===== src/rtl/vga_video_core_if.sv =====
// Pixel-source request bus between the VGA core and a pixel source
// (framebuffer, glyph renderer).
//   req_x, req_y : current raster position requested by the core
//   req_valid    : the requested position lies in the visible area
//   src_pixel    : source data, returned a fixed number of pix_ce ticks after the request
// master = video core side, slave = pixel source side.
interface vga_video_core_if #(
    parameter int unsigned XW         = 10,
    parameter int unsigned YW         = 10,
    parameter int unsigned PIXEL_BITS = 3
);
    logic [XW-1:0]         req_x;
    logic [YW-1:0]         req_y;
    logic                  req_valid;
    logic [PIXEL_BITS-1:0] src_pixel;

    modport master (
        output req_x,
        output req_y,
        output req_valid,
        input  src_pixel
    );

    modport slave (
        input  req_x,
        input  req_y,
        input  req_valid,
        output src_pixel
    );
endinterface


===== src/rtl/vga_video_core.sv =====
// Parametrised VGA video core: raster timing generator, pixel-source request port,
// built-in test patterns (colour bars, grid, solid) and a delay pipeline that keeps
// pattern, blanking, syncs and start flags aligned with the source read latency.
// Ports:
//   clk, rst          : clock, synchronous active-high reset
//   pix_ce            : pixel clock enable; all state advances only when high
//   mode              : 0 source, 1 colour bars, 2 grid, 3 solid (latched per frame)
//   solid_color       : colour for solid mode
//   src               : request bus (req_x/req_y/req_valid out, src_pixel in)
//   pixel             : registered pixel to the DAC
//   hsync_out/vsync_out : syncs aligned with pixel
//   frame_start/line_start : one-clk pulses with pixel (0,0) / pixel (0,y)
module vga_video_core #(
    parameter int unsigned H_ACTIVE    = 640,
    parameter int unsigned H_FP        = 16,
    parameter int unsigned H_SYNC      = 96,
    parameter int unsigned H_BP        = 48,
    parameter int unsigned V_ACTIVE    = 480,
    parameter int unsigned V_FP        = 10,
    parameter int unsigned V_SYNC      = 2,
    parameter int unsigned V_BP        = 33,
    parameter logic        HSYNC_POL   = 1'b0,
    parameter logic        VSYNC_POL   = 1'b0,
    parameter int unsigned PIXEL_BITS  = 3,
    parameter int unsigned SRC_LATENCY = 2
) (
    input  logic                  clk,
    input  logic                  rst,
    input  logic                  pix_ce,
    input  logic [1:0]            mode,
    input  logic [PIXEL_BITS-1:0] solid_color,
    vga_video_core_if.master      src,
    output logic [PIXEL_BITS-1:0] pixel,
    output logic                  hsync_out,
    output logic                  vsync_out,
    output logic                  frame_start,
    output logic                  line_start
);

    localparam int unsigned H_TOTAL = H_ACTIVE + H_FP + H_SYNC + H_BP;
    localparam int unsigned V_TOTAL = V_ACTIVE + V_FP + V_SYNC + V_BP;
    localparam int unsigned XW      = $clog2(H_TOTAL);
    localparam int unsigned YW      = $clog2(V_TOTAL);
    localparam int unsigned CW      = PIXEL_BITS / 3;
    localparam int unsigned BAR_W   = H_ACTIVE / 8;
    localparam int unsigned BW      = (BAR_W > 1) ? $clog2(BAR_W) : 1;

    localparam logic [XW-1:0] XLast      = XW'(H_TOTAL - 1);
    localparam logic [XW-1:0] XActive    = XW'(H_ACTIVE);
    localparam logic [XW-1:0] XActLast   = XW'(H_ACTIVE - 1);
    localparam logic [XW-1:0] XSyncFirst = XW'(H_ACTIVE + H_FP);
    localparam logic [XW-1:0] XSyncLast  = XW'(H_ACTIVE + H_FP + H_SYNC - 1);
    localparam logic [YW-1:0] YLast      = YW'(V_TOTAL - 1);
    localparam logic [YW-1:0] YActive    = YW'(V_ACTIVE);
    localparam logic [YW-1:0] YActLast   = YW'(V_ACTIVE - 1);
    localparam logic [YW-1:0] YSyncFirst = YW'(V_ACTIVE + V_FP);
    localparam logic [YW-1:0] YSyncLast  = YW'(V_ACTIVE + V_FP + V_SYNC - 1);
    localparam logic [BW-1:0] BarSubLast = BW'(BAR_W - 1);

    typedef enum logic [1:0] {
        ModeSrc   = 2'd0,
        ModeBars  = 2'd1,
        ModeGrid  = 2'd2,
        ModeSolid = 2'd3
    } mode_t;

    // One pipeline slot: everything about a raster position except the source pixel.
    typedef struct packed {
        logic                  vld;
        logic                  act;
        logic                  hs;
        logic                  vs;
        logic                  fs;
        logic                  ls;
        logic                  use_src;
        logic [PIXEL_BITS-1:0] pat;
    } stage_t;

    logic [XW-1:0] x_q, x_d;
    logic [YW-1:0] y_q, y_d;
    logic [BW-1:0] bar_sub_q, bar_sub_d;
    logic [2:0]    bar_idx_q, bar_idx_d;
    mode_t         mode_q, mode_d;

    logic x_act, y_act, x_grid, y_grid;
    stage_t s0, last;
    stage_t pipe_q [SRC_LATENCY];

    logic [PIXEL_BITS-1:0] pixel_q, pixel_d;
    logic hsync_q, hsync_d, vsync_q, vsync_d;
    logic frame_start_q, frame_start_d, line_start_q, line_start_d;

    assign x_act = (x_q < XActive);
    assign y_act = (y_q < YActive);

    // Grid lines every 16 pixels; with a counter narrower than 4 bits only 0 qualifies.
    if (XW >= 4) begin : g_xgrid_wide
        assign x_grid = (x_q[3:0] == 4'd0);
    end else begin : g_xgrid_narrow
        assign x_grid = (x_q == '0);
    end
    if (YW >= 4) begin : g_ygrid_wide
        assign y_grid = (y_q[3:0] == 4'd0);
    end else begin : g_ygrid_narrow
        assign y_grid = (y_q == '0);
    end

    assign src.req_x     = x_q;
    assign src.req_y     = y_q;
    assign src.req_valid = x_act && y_act;

    // Raster counters; the bar sub-counter tracks x/BAR_W without a divider.
    always_comb begin
        x_d       = x_q;
        y_d       = y_q;
        bar_sub_d = bar_sub_q;
        bar_idx_d = bar_idx_q;
        mode_d    = mode_q;
        if (x_q == XLast) begin
            x_d       = '0;
            bar_sub_d = '0;
            bar_idx_d = '0;
            if (y_q == YLast) begin
                y_d    = '0;
                mode_d = mode_t'(mode);
            end else begin
                y_d = y_q + YW'(1);
            end
        end else begin
            x_d = x_q + XW'(1);
            if (bar_sub_q == BarSubLast) begin
                bar_sub_d = '0;
                bar_idx_d = bar_idx_q + 3'd1;
            end else begin
                bar_sub_d = bar_sub_q + BW'(1);
            end
        end
    end

    // Stage 0: pattern and flags for the current counter position.
    always_comb begin
        s0         = '0;
        s0.vld     = 1'b1;
        s0.act     = x_act && y_act;
        s0.hs      = (x_q >= XSyncFirst) && (x_q <= XSyncLast);
        s0.vs      = (y_q >= YSyncFirst) && (y_q <= YSyncLast);
        s0.fs      = (x_q == '0) && (y_q == '0);
        s0.ls      = (x_q == '0) && y_act;
        s0.use_src = (mode_q == ModeSrc);
        unique case (mode_q)
            ModeBars: begin
                // Channel c (0 = B, 2 = R) is lit by bar index bit c.
                for (int c = 0; c < 3; c++) begin
                    s0.pat[c*CW +: CW] = {CW{bar_idx_q[c]}};
                end
            end
            ModeGrid: begin
                if (x_grid || y_grid || (x_q == XActLast) || (y_q == YActLast)) begin
                    s0.pat = '1;
                end
            end
            ModeSolid: s0.pat = solid_color;
            default:   s0.pat = '0;
        endcase
    end

    assign last = pipe_q[SRC_LATENCY-1];

    always_comb begin
        pixel_d       = '0;
        hsync_d       = ~HSYNC_POL;
        vsync_d       = ~VSYNC_POL;
        frame_start_d = 1'b0;
        line_start_d  = 1'b0;
        if (last.vld) begin
            if (last.act) begin
                pixel_d = last.use_src ? src.src_pixel : last.pat;
            end
            hsync_d       = last.hs ? HSYNC_POL : ~HSYNC_POL;
            vsync_d       = last.vs ? VSYNC_POL : ~VSYNC_POL;
            frame_start_d = last.fs;
            line_start_d  = last.ls;
        end
    end

    always_ff @(posedge clk) begin
        if (rst) begin
            x_q       <= '0;
            y_q       <= '0;
            bar_sub_q <= '0;
            bar_idx_q <= '0;
            mode_q    <= ModeSrc;
            for (int i = 0; i < SRC_LATENCY; i++) begin
                pipe_q[i] <= '0;
            end
        end else if (pix_ce) begin
            x_q       <= x_d;
            y_q       <= y_d;
            bar_sub_q <= bar_sub_d;
            bar_idx_q <= bar_idx_d;
            mode_q    <= mode_d;
            for (int i = SRC_LATENCY - 1; i > 0; i--) begin
                pipe_q[i] <= pipe_q[i-1];
            end
            pipe_q[0] <= s0;
        end
    end

    // Output stage; start pulses drop on the first non-ce edge so they stay one clk wide.
    always_ff @(posedge clk) begin
        if (rst) begin
            pixel_q       <= '0;
            hsync_q       <= ~HSYNC_POL;
            vsync_q       <= ~VSYNC_POL;
            frame_start_q <= 1'b0;
            line_start_q  <= 1'b0;
        end else if (pix_ce) begin
            pixel_q       <= pixel_d;
            hsync_q       <= hsync_d;
            vsync_q       <= vsync_d;
            frame_start_q <= frame_start_d;
            line_start_q  <= line_start_d;
        end else begin
            frame_start_q <= 1'b0;
            line_start_q  <= 1'b0;
        end
    end

    assign pixel       = pixel_q;
    assign hsync_out   = hsync_q;
    assign vsync_out   = vsync_q;
    assign frame_start = frame_start_q;
    assign line_start  = line_start_q;

endmodule


===== src/flat_wrapper.sv =====
// flat-port wrapper written by rule: the top's interface ports become plain ports
module vga_video_core_flat 
#(
    parameter int unsigned H_ACTIVE    = 640,
    parameter int unsigned H_FP        = 16,
    parameter int unsigned H_SYNC      = 96,
    parameter int unsigned H_BP        = 48,
    parameter int unsigned V_ACTIVE    = 480,
    parameter int unsigned V_FP        = 10,
    parameter int unsigned V_SYNC      = 2,
    parameter int unsigned V_BP        = 33,
    parameter logic        HSYNC_POL   = 1'b0,
    parameter logic        VSYNC_POL   = 1'b0,
    parameter int unsigned PIXEL_BITS  = 3,
    parameter int unsigned SRC_LATENCY = 2
)
  (clk, rst, pix_ce, mode, solid_color, pixel, hsync_out, vsync_out, frame_start, line_start, src_req_x, src_req_y, src_req_valid, src_src_pixel);
  vga_video_core_if #(.XW(($clog2((H_ACTIVE + H_FP + H_SYNC + H_BP)))), .YW(($clog2((V_ACTIVE + V_FP + V_SYNC + V_BP)))), .PIXEL_BITS(PIXEL_BITS)) src_i ();
  input  logic clk;
  input  logic rst;
  input  logic pix_ce;
  input  logic [1:0] mode;
  input  logic [PIXEL_BITS-1:0] solid_color;
  output logic [PIXEL_BITS-1:0] pixel;
  output logic hsync_out;
  output logic vsync_out;
  output logic frame_start;
  output logic line_start;
  output wire logic [$bits(src_i.req_x)-1:0] src_req_x;
  output wire logic [$bits(src_i.req_y)-1:0] src_req_y;
  output wire logic [$bits(src_i.req_valid)-1:0] src_req_valid;
  input wire logic [$bits(src_i.src_pixel)-1:0] src_src_pixel;
  assign src_req_x = src_i.req_x;
  assign src_req_y = src_i.req_y;
  assign src_req_valid = src_i.req_valid;
  assign src_i.src_pixel = src_src_pixel;
  vga_video_core #(.H_ACTIVE(H_ACTIVE), .H_FP(H_FP), .H_SYNC(H_SYNC), .H_BP(H_BP), .V_ACTIVE(V_ACTIVE), .V_FP(V_FP), .V_SYNC(V_SYNC), .V_BP(V_BP), .HSYNC_POL(HSYNC_POL), .VSYNC_POL(VSYNC_POL), .PIXEL_BITS(PIXEL_BITS), .SRC_LATENCY(SRC_LATENCY)) u_core (.clk(clk), .rst(rst), .pix_ce(pix_ce), .mode(mode), .solid_color(solid_color), .src(src_i), .pixel(pixel), .hsync_out(hsync_out), .vsync_out(vsync_out), .frame_start(frame_start), .line_start(line_start));
endmodule

===== config.mk =====
export PLATFORM = sky130hd
export DESIGN_NAME = vga_video_core_flat
export DESIGN_NICKNAME = d
export VERILOG_FILES = /design/src/rtl/vga_video_core_if.sv /design/src/rtl/vga_video_core.sv /design/src/flat_wrapper.sv
export SDC_FILE = /design/constraint.sdc
export NUM_CORES = 1
export LEC_CHECK = 0
export CAP_MARGIN = 40
export CORE_MARGIN = 2
export CORE_UTILIZATION = 48
export DETAILED_ROUTE_END_ITERATION = 6
export PLACE_DENSITY = 0.75
export SYNTH_ARGS = -nofsm -noshare
export SYNTH_HDL_FRONTEND = slang
export SYNTH_SLANG_ARGS = --single-unit
export TNS_END_PERCENT = 50

===== constraint.sdc =====
create_clock -name clk -period 2.2 [get_ports clk]
set_clock_uncertainty 0.2 [all_clocks]
set_input_delay 0.22 -clock clk [delete_from_list [all_inputs] [get_ports clk]]
set_output_delay 0.22 -clock clk [all_outputs]
set_load 0.02 [all_outputs]

==> results.ini <==
[floorplanning]
rows = 27
die_h_um = 79.32
dieArea_sq_mm = 0.006291
fp.dieW_um = 79.32
start_util_pct = 49.44
pin_count = 39
coreArea_sq_mm = 0.005507

[critical_path]
reg2reg_depth = 4
path_class = register to register
cp_data_arrival_time_ns = 2.29
crit_path_max_fanout = 5
critPathLaunchType = register
required_ns = 2.28
endpoint_kind = register
rrSetupSlack_ns = -0.009

[sta]
max_slew_margin_pct = 73.79
min_period_ns = 2.209
setup_viol = 1
worst_slack_ns = -0.009106
worstMarginPinSlew_ns = 0.3896
hold_viol = 0
min_period_over_period_pct = 100.4
rsz0062_at_grt = true
slew_violations = 0
fmax_mhz = 452.7

[placed_design]
dp_cells = 411
io_buffers = 38
place_congestion = 0.8204
dpl.hpwl_um = 4394

[logic_synthesis]
syn_nets = 303
avgSynthCellArea_sq_um = 9.553
synth-edff-count = 20
synthCells = 285
synth_cell_types = 42
yosysWarnings = 0
async_flop_share_pct = 0
ys.flop_type = dfxtp_1
synth_top_area_share_pct = 28.68
ys_seq_elements = 59
synthesis.area_sq_mm = 0.002723
ys_seq_area_share_pct = 50.74
netlist_top_cells_area = dfxtp_1, edfxtp_1, nand3_1
yosysTopAreaCell = dfxtp_1

[pwr]
leakagePower_nw = 1.320
peakVddDrop_uv = 351.2
total_power_mw = 2.227
power_density_mw_per_mm2 = 618.6

[routing]
firstDrtPassIters = 4
routedLengthMet1_um = 2813
detail-route-antenna-nets = 0
wl_met3_um = 296
routed_wl_um = 6442
routedWlPerCell_um = 15.02
top_layer = met4
viasPerCell = 5.529
drtIter0Drc = 180
drcViolationCount = 0
dr_wl_met2_um = 3203
num_vias = 2372

[layout]
syn_to_final_growth_pct = 32.26
num_antenna_cells = 0
final_cells = 429
layout.nets = 370
drive_above_1_share_pct = 17.37
fillers = 471

[clocking]
insertion_delay_ns = 0.34
clk_pin_slew_ns = 0.07
cts_made_buffers = 9
cts.sinks = 59
cts_root_buf = clkbuf_8
cts_tree = built
htreeDepth = 3
clockBufferDepth = 2

[global_route]
grt_pass1_wl_um = 10340
track_usage_pct = 21.45
grt_pass1_vias = 2294
antenna_found_initial = 0
overflow = 0
grt_max_degree = 19

[run]
cap_viol_max_count = 0

[hold_path]
min_path_type = register to register
holdPathStages = 2

[status]
violations = setup timing
status = complete, but fails checks

==> synth_stat cells (4+ instances only) <==
cell type	n
or3_1	4
ha_1	7
dfxtp_1	39
nand4_1	8
edfxtp_1	20
a21oi_1	15
or4_1	4
and3_1	5
and2_1	10
clkbuf_1	11
nand3_1	21
xnor2_1	7
nor4_1	4
o31ai_1	5
nor2_1	22
nand2b_1	7
inv_1	9
o21ai_0	18
nor3_1	6
mux2i_1	4
xor2_1	7
nand2_1	23
==> layer usage <==
layer	GRT usage, %	up-vias
li1	-	1171
met1	25.60	1122
met2	36.44	66
met3	5.227	13
met4	9.828	0
met5	0	-
==> area by class of cell <==
| cell class | instances | area (sq um) | area share, % |
|---|---|---|---|
| clock buffer | 13 | 170.2 | 4.726 |
| inverter | 10 | 37.54 | 1.042 |
| clock inverter | 3 | 20.02 | 0.5559 |
| sequential | 59 | 1391 | 38.64 |
| tap | 72 | 90.09 | 2.502 |
| multi-input combinational | 205 | 1295 | 35.96 |
| timing repair buffer | 67 | 596.8 | 16.57 |
==> cell usage in the layout, fill, tap and decap left out, drive strengths merged, types with 7 or more instances in the layout <==
| cell type | count |
|---|---|
| dfxtp | 39 |
| clkdlybuf4s50 | 37 |
| buf | 29 |
| nand2 | 23 |
| nor2 | 22 |
| nand3 | 21 |
| edfxtp | 20 |
| o21ai | 18 |
| a21oi | 15 |
| clkbuf | 13 |
| and2 | 10 |
| inv | 10 |
| nand4 | 8 |
| nand2b | 7 |
| xnor2 | 7 |
| xor2 | 7 |
| ha | 7 |
==> sequential cells by signal, indices dropped and copies added (netlist names) <==
name	count
u_core.line_start	1
u_core.bar_idx_q	3
u_core.pipe_q	20
u_core.vsync_out	1
u_core.pixel	3
u_core.src.req_y	10
u_core.mode_q	2
u_core.src.req_x	10
u_core.hsync_out	1
u_core.bar_sub_q	7
u_core.frame_start	1
==> per-stage QoR <==
| stage | setup slack, ns | utilization [%] | instance area [sq um] | hold slack, ns | TNS, ns |
|---|---|---|---|---|---|
| CTS | -0.01631 | 64.58 | 3556 | 0.2562 | -0.01631 |
| global route | -0.01675 | 65.39 | 3601 | 0.2890 | -0.01675 |
| floorplan | -0.04048 | - | 2734 | 0.1677 | -0.08372 |
| detailed placement | -0.01063 | 61.15 | 3367 | 0.2455 | -0.01063 |
| global placement | 0.01563 | 61.15 | 3367 | 0.2334 | 0 |
| finish | -0.009106 | 65.39 | 3601 | 0.2565 | -0.009106 |
==> final timing paths <==
| check | startpoint | end |
|---|---|---|
| worst max-delay path | u_core.src.req_x[6] | u_core.src.req_y[7] |
| worst min-delay path | u_core.pixel[0] | u_core.pixel[0] |
| worst max register to register | u_core.src.req_x[6] | u_core.src.req_y[7] |
| worst min register to register | u_core.pixel[0] | u_core.pixel[0] |
==> kinds of logic after synthesis <==
logic type	count (synthesis)	share of synthesized area [%]
AO/OA/AOI/OAI	47	10.20
XOR/XNOR	14	4.504
adder cells (fa/ha/maj)	7	3.217
buffers and inverters	22	3.079
flip-flops	59	50.74
multiplexers	6	2.298
AND/OR/NAND/NOR	130	25.97
==> worst max-delay path: stages (launching register included) <==
cell	delay [ns]
dfxtp_2	0.32
or4b_4	0.55
or3_4	0.45
or4_4	0.49
a21oi_2	0.14
==> report_power, final <==
group	total (mW)	switching (mW)	internal [mW]
Combinational	0.115	0.0599	0.0555
Sequential	1.17	0.0161	1.16
Clock	0.938	0.428	0.509
Total	2.23	0.505	1.72
==> timing repair <==
action	4_1_cts	5_1_grt
resized for setup	1	8
cloned	0	1
pin swaps	0	4
setup buffers	0	1
endpoints found under the setup margin	2	11
hold buffers	0	0
(Power assumes the default switching activity.)
